$ cat src/rtl/dac_ramp_pkg.sv
// dac_ramp_pkg: shared code width, midscale constant, channel states and slew helper
package dac_ramp_pkg;
    localparam int CODE_W = 16;
    localparam logic [CODE_W-1:0] MIDSCALE = 16'd32768;
    typedef enum logic [1:0] {IDLE, RAMP, SETTLE} chan_state_t;
    function automatic logic [CODE_W-1:0] step_toward(
        input logic [CODE_W-1:0] cur,
        input logic [CODE_W-1:0] tgt,
        input logic [CODE_W-1:0] step
    );
        logic [CODE_W:0] diff;
        diff = (tgt >= cur) ? {1'b0, tgt} - {1'b0, cur} : {1'b0, cur} - {1'b0, tgt};
        return (step == '0 || diff <= {1'b0, step}) ? tgt : (tgt > cur) ? cur + step : cur - step;
    endfunction
endpackage

$ cat src/rtl/dac_ramp_chan.sv
// dac_ramp_chan: one slew-limited DAC channel with ramp/settle FSM
module dac_ramp_chan
    import dac_ramp_pkg::*;
#(
    parameter int SETTLE_TICKS = 8,
    parameter logic [CODE_W-1:0] INIT_CODE = MIDSCALE
) (
    input  logic              clk_i,
    input  logic              rst_ni,
    input  logic              tick_i,
    input  logic              load_i,
    input  logic              abort_i,
    input  logic [CODE_W-1:0] code_i,
    input  logic [CODE_W-1:0] step_i,
    output logic [CODE_W-1:0] data_o,
    output logic              busy_o,
    output logic              chg_o
);
    chan_state_t       state_q;
    logic [CODE_W-1:0] tgt_q, step_q, code_q, cnt_q, code_d;
    assign code_d = step_toward(code_q, tgt_q, step_q);
    assign data_o = code_q;
    assign busy_o = state_q != IDLE;
    assign chg_o  = tick_i && !abort_i && state_q == RAMP && code_d != code_q;
    always_ff @(posedge clk_i or negedge rst_ni) begin
        if (!rst_ni) begin
            state_q <= IDLE;
            tgt_q   <= INIT_CODE;
            step_q  <= '0;
            code_q  <= INIT_CODE;
            cnt_q   <= '0;
        end else if (abort_i) begin
            tgt_q   <= code_q;
            state_q <= IDLE;
        end else begin
            if (tick_i && state_q == RAMP) begin
                code_q <= code_d;
                if (code_d == tgt_q) begin
                    cnt_q   <= CODE_W'(SETTLE_TICKS);
                    state_q <= (SETTLE_TICKS == 0) ? IDLE : SETTLE;
                end
            end
            if (tick_i && state_q == SETTLE) begin
                cnt_q <= cnt_q - 1'b1;
                if (cnt_q <= 16'd1) state_q <= IDLE;
            end
            // a load overrides the tick's state choice but the tick already used the old target
            if (load_i) begin
                tgt_q   <= code_i;
                step_q  <= step_i;
                state_q <= RAMP;
            end
        end
    end
endmodule

$ cat src/rtl/dac_setpoint_ramp.sv
// dac_setpoint_ramp: dual-channel DAC setpoint slew limiter with tick timebase and load port
module dac_setpoint_ramp
    import dac_ramp_pkg::*;
#(
    parameter int TICK_DIV = 50000,
    parameter int SETTLE_TICKS = 8,
    parameter logic [CODE_W-1:0] INIT_CODE = MIDSCALE
) (
    input  logic              SYS_CLK,
    input  logic              RST_N,
    input  logic              SET_VALID,
    output logic              SET_READY,
    input  logic              SET_CH,
    input  logic [CODE_W-1:0] SET_CODE,
    input  logic [CODE_W-1:0] SET_STEP,
    input  logic              ABORT,
    output logic [CODE_W-1:0] DATA_A,
    output logic [CODE_W-1:0] DATA_B,
    output logic              UPD,
    output logic              BUSY_A,
    output logic              BUSY_B
);
    localparam int CW = (TICK_DIV > 2) ? $clog2(TICK_DIV) : 1;
    logic [CW-1:0] cnt_q, cnt_d;
    logic          ready_q, upd_q, tick, xfer, chg_a, chg_b;
    assign tick      = cnt_q == CW'(TICK_DIV - 1);
    assign cnt_d     = tick ? '0 : cnt_q + 1'b1;
    assign SET_READY = ready_q && !ABORT;
    assign xfer      = SET_VALID && SET_READY;
    assign UPD       = upd_q;
    always_ff @(posedge SYS_CLK or negedge RST_N) begin
        if (!RST_N) begin
            cnt_q   <= '0;
            ready_q <= 1'b0;
            upd_q   <= 1'b0;
        end else begin
            cnt_q   <= cnt_d;
            ready_q <= 1'b1;
            upd_q   <= chg_a || chg_b;
        end
    end
    dac_ramp_chan #(.SETTLE_TICKS(SETTLE_TICKS), .INIT_CODE(INIT_CODE)) u_chan_a (
        .clk_i(SYS_CLK), .rst_ni(RST_N), .tick_i(tick), .load_i(xfer && !SET_CH),
        .abort_i(ABORT), .code_i(SET_CODE), .step_i(SET_STEP),
        .data_o(DATA_A), .busy_o(BUSY_A), .chg_o(chg_a)
    );
    dac_ramp_chan #(.SETTLE_TICKS(SETTLE_TICKS), .INIT_CODE(INIT_CODE)) u_chan_b (
        .clk_i(SYS_CLK), .rst_ni(RST_N), .tick_i(tick), .load_i(xfer && SET_CH),
        .abort_i(ABORT), .code_i(SET_CODE), .step_i(SET_STEP),
        .data_o(DATA_B), .busy_o(BUSY_B), .chg_o(chg_b)
    );
endmodule

$ cat config.mk
export PLATFORM = sky130hd
export DESIGN_NAME = dac_setpoint_ramp
export DESIGN_NICKNAME = d
export VERILOG_FILES = /design/src/rtl/dac_ramp_pkg.sv /design/src/rtl/dac_ramp_chan.sv /design/src/rtl/dac_setpoint_ramp.sv
export SDC_FILE = /design/constraint.sdc
export NUM_CORES = 1
export LEC_CHECK = 0
export CORE_ASPECT_RATIO = 1.25
export CORE_MARGIN = 2
export CORE_UTILIZATION = 60
export CTS_BUF_LIST = sky130_fd_sc_hd__clkbuf_8 sky130_fd_sc_hd__clkbuf_16
export DETAILED_ROUTE_END_ITERATION = 8
export PLACE_DENSITY = 0.76
export SKIP_LAST_GASP = 1
export SLEW_MARGIN = 20
export SYNTH_ARGS = -nofsm -noshare
export SYNTH_HDL_FRONTEND = slang
export SYNTH_SLANG_ARGS = --single-unit
$ cat constraint.sdc
create_clock -name SYS_CLK -period 7 [get_ports SYS_CLK]
set_input_delay 1.4 -clock SYS_CLK [delete_from_list [all_inputs] [get_ports SYS_CLK]]
set_output_delay 1.4 -clock SYS_CLK [all_outputs]
set_load 0.02 [all_outputs]
-- Word-level counts from Yosys, hierarchy flattened
Index checks and enable logic that the tools add are counted.
- flip-flop bits (word level): 150
- bits in latches: 0
- bits in writable memories: 0
- bits in read-only memories: 0
- bits of input ports: 37
- logic and storage cells: 105
- memories: 0
- $add $sub $neg: 11
- multipliers: 0
- div/mod/pow operators: 0
- order comparisons: 8
- equal/unequal tests: 9
- shifts and indexed selects: 0
- muxes and demuxes: 29
- bitwise gates (word level): 1
- reduce and logical (&&, ||, !) cells: 34
- operators by type and width (operator ; number):
    $mux W16 ; 15
    $sub A16 B16 Y17 ; 4
    $le A17 B16 Y1 ; 2
    $mux W17 ; 2
    $add A16 B16 Y16 ; 2
    $eq A16 B16 Y1 ; 2
    $ge A16 B16 Y1 ; 2
    $gt A16 B16 Y1 ; 2
    $le A16 B1 Y1 const B ; 2
    $logic_not A16 Y1 ; 2
    $ne A16 B16 Y1 ; 2
    $sub A16 B1 Y16 const B ; 2
    $sub A16 B16 Y16 ; 2
    $mux W2 ; 12
    $add A16 B1 Y16 const B ; 1
    $eq A16 B16 Y1 const B ; 1
    $reduce_bool A2 Y1 ; 8
    $logic_and A1 B1 Y1 ; 13
    $reduce_and A2 Y1 ; 4
    $reduce_and A3 Y1 ; 2
    $eq A2 B1 Y1 const B ; 2
    $eq A2 B2 Y1 const B ; 2
    $logic_or A1 B1 Y1 ; 3
    $logic_not A1 Y1 ; 2
    $not A1 Y1 ; 1

-- Depth between registers and ports, before layout
Gate-level depths: netlist of the first run.
- depth after elaboration: 12
- mapped depth: 28
- gate-level depth less buffers: 24

-- Cells and area by module
A second synthesis of the first run with hierarchy kept.
- cell total of the unflattened synthesis: 1811
- area total of the unflattened synthesis: 14966.9 um^2
- by module, submodules not included (module ; times used ; cells each ; area each (um^2) ; sequential area each (um^2)):
    dac_ramp_chan at u_chan_b ; 1 ; 893 ; 7193.1 ; 1654.1
    dac_ramp_chan at u_chan_a ; 1 ; 843 ; 6940.4 ; 1654.1
    dac_setpoint_ramp ; 1 ; 75 ; 833.3 ; 450.4

-- Least setup slack after synthesis of the first run
Ideal clock, no wire load.
- path kind: reg-to-reg
- start: register u_chan_b.code_q[15], in the netlist u_chan_b.data_o[15]
- end: register upd_q, in the netlist UPD
- arrival: 5.506 ns
- setup slack: 1.354 ns
- cell stages (with the launch flop): 26
- path buffers: 3
- period minus slack after synthesis: 5.646 ns
- cell sequence: dfstp_2 -> clkbuf_1 -> inv_1 -> ha_1 -> buf_4 -> and4_4 -> nand4_2 -> o311ai_1 -> nor2_2 -> mux2_4 -> o311ai_2 -> nand2_1 -> a311oi_2 -> xnor2_1 -> ha_1 -> nand4_1 -> nor4_1 -> nand2b_1 -> o31ai_1 -> o21ba_2 -> nor3_4 -> buf_4 -> o211a_1 -> nor3_1 -> nor4_1 -> o22ai_1
- longest elaborated chain between the ends: 8
- elaborated cells on any way between the ends: 14
- RTL lines (what ; line ; RTL):
    start: declaration ; dac_ramp_chan.sv:20 ; logic [CODE_W-1:0] tgt_q, step_q, code_q, cnt_q, code_d;
    start signal: assignment ; dac_ramp_chan.sv:37 ; code_q <= code_d;
    $sub A16 B16 Y17 / $ge A16 B16 Y1 (equally long branches) ; dac_ramp_pkg.sv:12 ; diff = (tgt >= cur) ? {1'b0, tgt} - {1'b0, cur} : {1'b0, cur} - {1'b0, tgt};
    $mux W17 ; dac_ramp_pkg.sv:12 ;
    $le A17 B16 Y1 ; dac_ramp_pkg.sv:13 ; return (step == '0 || diff <= {1'b0, step}) ? tgt : (tgt > cur) ? cur + step : cur - step;
    $logic_or A1 B1 Y1 ; dac_ramp_pkg.sv:13 ;
    $mux W16 ; dac_ramp_pkg.sv:13 ;
    $ne A16 B16 Y1 (*) ; dac_ramp_chan.sv:24 ; assign chg_o = tick_i && !abort_i && state_q == RAMP && code_d != code_q;
    $logic_and A1 B1 Y1 (*) ; dac_ramp_chan.sv:24 ;
    $logic_or A1 B1 Y1 (*) ; dac_setpoint_ramp.sv:39 ; upd_q <= chg_a || chg_b;
    end signal: assignment ; dac_setpoint_ramp.sv:39 ;
    end: declaration ; dac_setpoint_ramp.sv:25 ; logic ready_q, upd_q, tick, xfer, chg_a, chg_b;
Every way passes the cells marked *; elsewhere a longest branch is shown, timed or not.
A chain may end at the register's enable or synchronous reset.

-- Worst setup path in the final report of the first run
Ends and elaborated chain as after synthesis.

==> results.json, run 1 <==
{
  "status": "completed",
  "synthXorXnorAreaFrac": 0.119,
  "synth_compound_area_frac": 0.195,
  "grt_overflow": 0,
  "ys.flop_type": "dfrtp_1",
  "synth_nets": 1845,
  "io_buffers": 72,
  "final_util": 0.695,
  "fin_crit_sh": 0.949,
  "combPwrFrac": 0.487,
  "drt-total-wl_um": 45400,
  "synth_top_family_by_area": "compound AO/OA/AOI/OAI gates",
  "start_kind": "register",
  "cts_sinks": 150,
  "gr-usage-met2": 0.641,
  "required_ns": 7.30,
  "clkPwrFrac": 0.261,
  "hold_buffers": 0,
  "clock_skew_ns": 0.0164,
  "hp-class": "reg -> reg",
  "setup_viol": 0,
  "critPathKind": "reg -> reg",
  "async_flop_share": 1.00,
  "rsz0062_at_grt": "no",
  "internal_power_w": 0.00228,
  "clockBufferDepth": 2,
  "nNetsFinal": 1923,
  "critPathMaxFanout": 9,
  "p_sw_frac": 0.412,
  "syn_to_final_growth_pct": 13.1,
  "clk_pin_slew_ns": 0.07,
  "ys_seq_area_frac": 0.266,
  "first_global_vias": 13117,
  "grtUsageMet1": 0.441,
  "insertion_delay_ns": 0.45,
  "routabilityCongestion": 0.991,
  "drv_cap": 0,
  "avgViaCountPerCell": 6.42,
  "yosys_warnings": 0,
  "initial_core_util": 0.614,
  "synth.largest_area_cell": "dfrtp_1",
  "min_period_ns": 6.64,
  "grt_use_total": 0.372,
  "dr.pass1.iters": 5,
  "synth_cell_types": 92,
  "tightest_slew_ns": 1.08,
  "cellPowerDensity_nw_per_um2": 243,
  "cts_buffers": 17,
  "netlist.area_leader.share": 0.258,
  "ys_ff_latch": 150,
  "hpwl_um": 35700,
  "syn_area_um2": 14100,
  "ant_nets": 0,
  "initialDrtViolationCount": 990,
  "rows": 62,
  "h-tree-depth": 4,
  "drive_gt1_frac": 0.0835,
  "cts_tree": "built",
  "drc_errors": 0,
  "synth_simple_gate_area_frac": 0.172,
  "maxSlewHeadroom": 0.278,
  "top_usage_layer": "met2",
  "hold_viol": 0,
  "via_count": 13157,
  "synth_edf_count": 0,
  "grt_max_degree": 93,
  "slew_viol_final": 0,
  "grt_pass1_wl_um": 71700,
  "peakVddDrop_mv": 0.209,
  "ios": 73,
  "die_y_um": 176,
  "p_leak_nw": 7.32,
  "arrival_ns": 6.94,
  "use_met3": 0.0466,
  "seqPwrFrac": 0.253,
  "wl_per_cell_um": 22.2,
  "avgSynthCellArea_um2": 8.48,
  "dieArea_um2": 24800,
  "die_w_um": 141,
  "fp.coreArea_um2": 23000,
  "cts-root-buf": "clkbuf_16",
  "yosys-mux-area-fraction": 0.0661,
  "max_freq_mhz": 151,
  "cp-end-kind": "register",
  "setup_tns_ns": 0,
  "synth_fa_ha_area_frac": 0.126,
  "p_sw_w": 0.00160,
  "grt_antenna_before_repair": 0,
  "synth.area.top_cells": "dfrtp_1 (26%), ha_1 (12%), xnor2_1 (8.4%), o21ai_0 (5.0%), mux2i_1 (4.7%)",
  "syn_inst": 1669
}
[final timing paths]
check | startpoint | end | slack (ns) | depth (start not counted)
min | cnt_q[0] | cnt_q[0] | 0.45 | 1
max | u_chan_b.data_o[15] | UPD | 0.36 | 24
max reg2reg | u_chan_b.data_o[15] | UPD | 0.36 | 24
max in group asynchronous | RST_N | u_chan_b.tgt_q[8] | 4.64 | 2
min in group asynchronous | RST_N | cnt_q[11] | 1.04 | 1
min reg2reg | cnt_q[0] | cnt_q[0] | 0.45 | 1
[layout make-up]
class,instances,area (um2)
repair buffers,127,1140
fillers,1879,7040
clock buffers,17,425
clock inverters,15,206
inverters,124,465
multi-input cells,1327,9640
well taps,288,360
diodes,1,2.50
flip-flops and latches,150,3760
[sequential cells by signal (all words and copies together) (netlist names)]
register,count
u_chan_a.cnt_q,16
u_chan_a.step_q,16
u_chan_a.state_q,2
u_chan_b.state_q,2
u_chan_b.tgt_q,16
UPD,1
u_chan_a.data_o,16
u_chan_b.cnt_q,16
ready_q,1
cnt_q,16
u_chan_a.tgt_q,16
u_chan_b.step_q,16
u_chan_b.data_o,16
[metal layers]
layer | up-vias | wire length, um | share of wire
met5 | - | 0 | 0
met1 | 6336 | 17600 | 0.39
met4 | 0 | 3140 | 0.069
met2 | 536 | 22200 | 0.49
met3 | 154 | 2450 | 0.054
li1 | 6131 | - | -
[kinds of logic after synthesis]
logic type	after synthesis
AOI/OAI and AO/OA	425
buffers and inverters	192
DFF	150
adders and majority gates	139
and+or+nand+nor	491
muxes	90
other	1
xor gates and xnor gates	181
[stage by stage]
stage          hold WS, ns  worst slack (ns)  total power [W]  std cells  cell area, um2
2_1_floorplan        0.425              1.35          0.00231       1669           14100
4_1_cts              0.453             0.223          0.00381       2040           15900
6_report             0.451             0.356          0.00388       2049           16000
3_5_place_dp         0.452             0.241          0.00280       2008           15300
5_1_grt              0.473            0.0472          0.00407       2048           16000
3_3_place_gp         0.443             0.368          0.00277       2008           15300
[cells in the mapped netlist, drive strengths merged, types with 17 or more instances]
cell,n
nor3,36
nor4,24
xnor2,135
buf,23
nand3,36
a21oi,87
clkbuf,45
dfrtp,146
mux2i,66
ha,133
nor2,106
nand2,166
o21ai,145
inv,124
mux2,24
xor2,39
a21o,44
o211ai,17
nand4,30
[repair_timing]
item                       CTS  global route
resized for setup            0             5
hold endpoints to repair     0             0
setup buffers                0             8
setup endpoints to repair    0            22
[power by group through the flow]
stage               combinational (W)  clock, W  sequential, W
global placement              0.00178         0       0.000992
global route                  0.00204   0.00105       0.000984
floorplan                     0.00134         0       0.000969
detailed placement            0.00180         0       0.000992
finish                        0.00189   0.00101       0.000982
CTS                           0.00182   0.00101       0.000978
[critical path: stages (launching register included)]
cell      delay [ns]
dfstp_2         0.64
inv_1           0.07
ha_1            0.47
and4_4          0.31
nand4_2         0.14
o311ai_2        0.52
nor2_4          0.11
buf_4           0.16
mux2_4          0.30
o311ai_2        0.45
a31oi_1         0.25
nor3_1          0.23
a311oi_1        0.08
ha_1            0.35
nand4_1         0.11
nor4_1          0.43
nand2b_1        0.17
o31ai_1         0.07
o21ba_2         0.30
buf_4           0.18
o31a_1          0.25
o21ai_0         0.28
nand4_1         0.18
nor4_1          0.34
o22ai_1         0.11
[placed cells by master (no fill, tap or decap), types with 44 or more instances in the layout]
| cell type | netlist | final |
|---|---|---|
| a21oi_1 | 86 | 86 |
| xnor2_1 | 135 | 135 |
| dfrtp_1 | 146 | 146 |
| mux2i_1 | 66 | 66 |
| nor2_1 | 105 | 103 |
| a21o_1 | 44 | 44 |
| o21ai_0 | 142 | 142 |
| buf_4 | 6 | 54 |
| ha_1 | 133 | 133 |
| clkdlybuf4s50_1 | 0 | 70 |
| inv_1 | 123 | 124 |
| nand2_1 | 166 | 166 |
Note: power is estimated with default switching activity, not from simulation.
==> inputs of run 2 (changes only) <==
--- a/config.mk
+++ b/config.mk
@@ -12,7 +12,6 @@
 export DETAILED_ROUTE_END_ITERATION = 8
 export PLACE_DENSITY = 0.76
 export SKIP_LAST_GASP = 1
-export SLEW_MARGIN = 20
 export SYNTH_ARGS = -nofsm -noshare
 export SYNTH_HDL_FRONTEND = slang
 export SYNTH_SLANG_ARGS = --single-unit
==> results of run 2 <==
The final DEF is identical to that of run 1; final timing and power are the same.
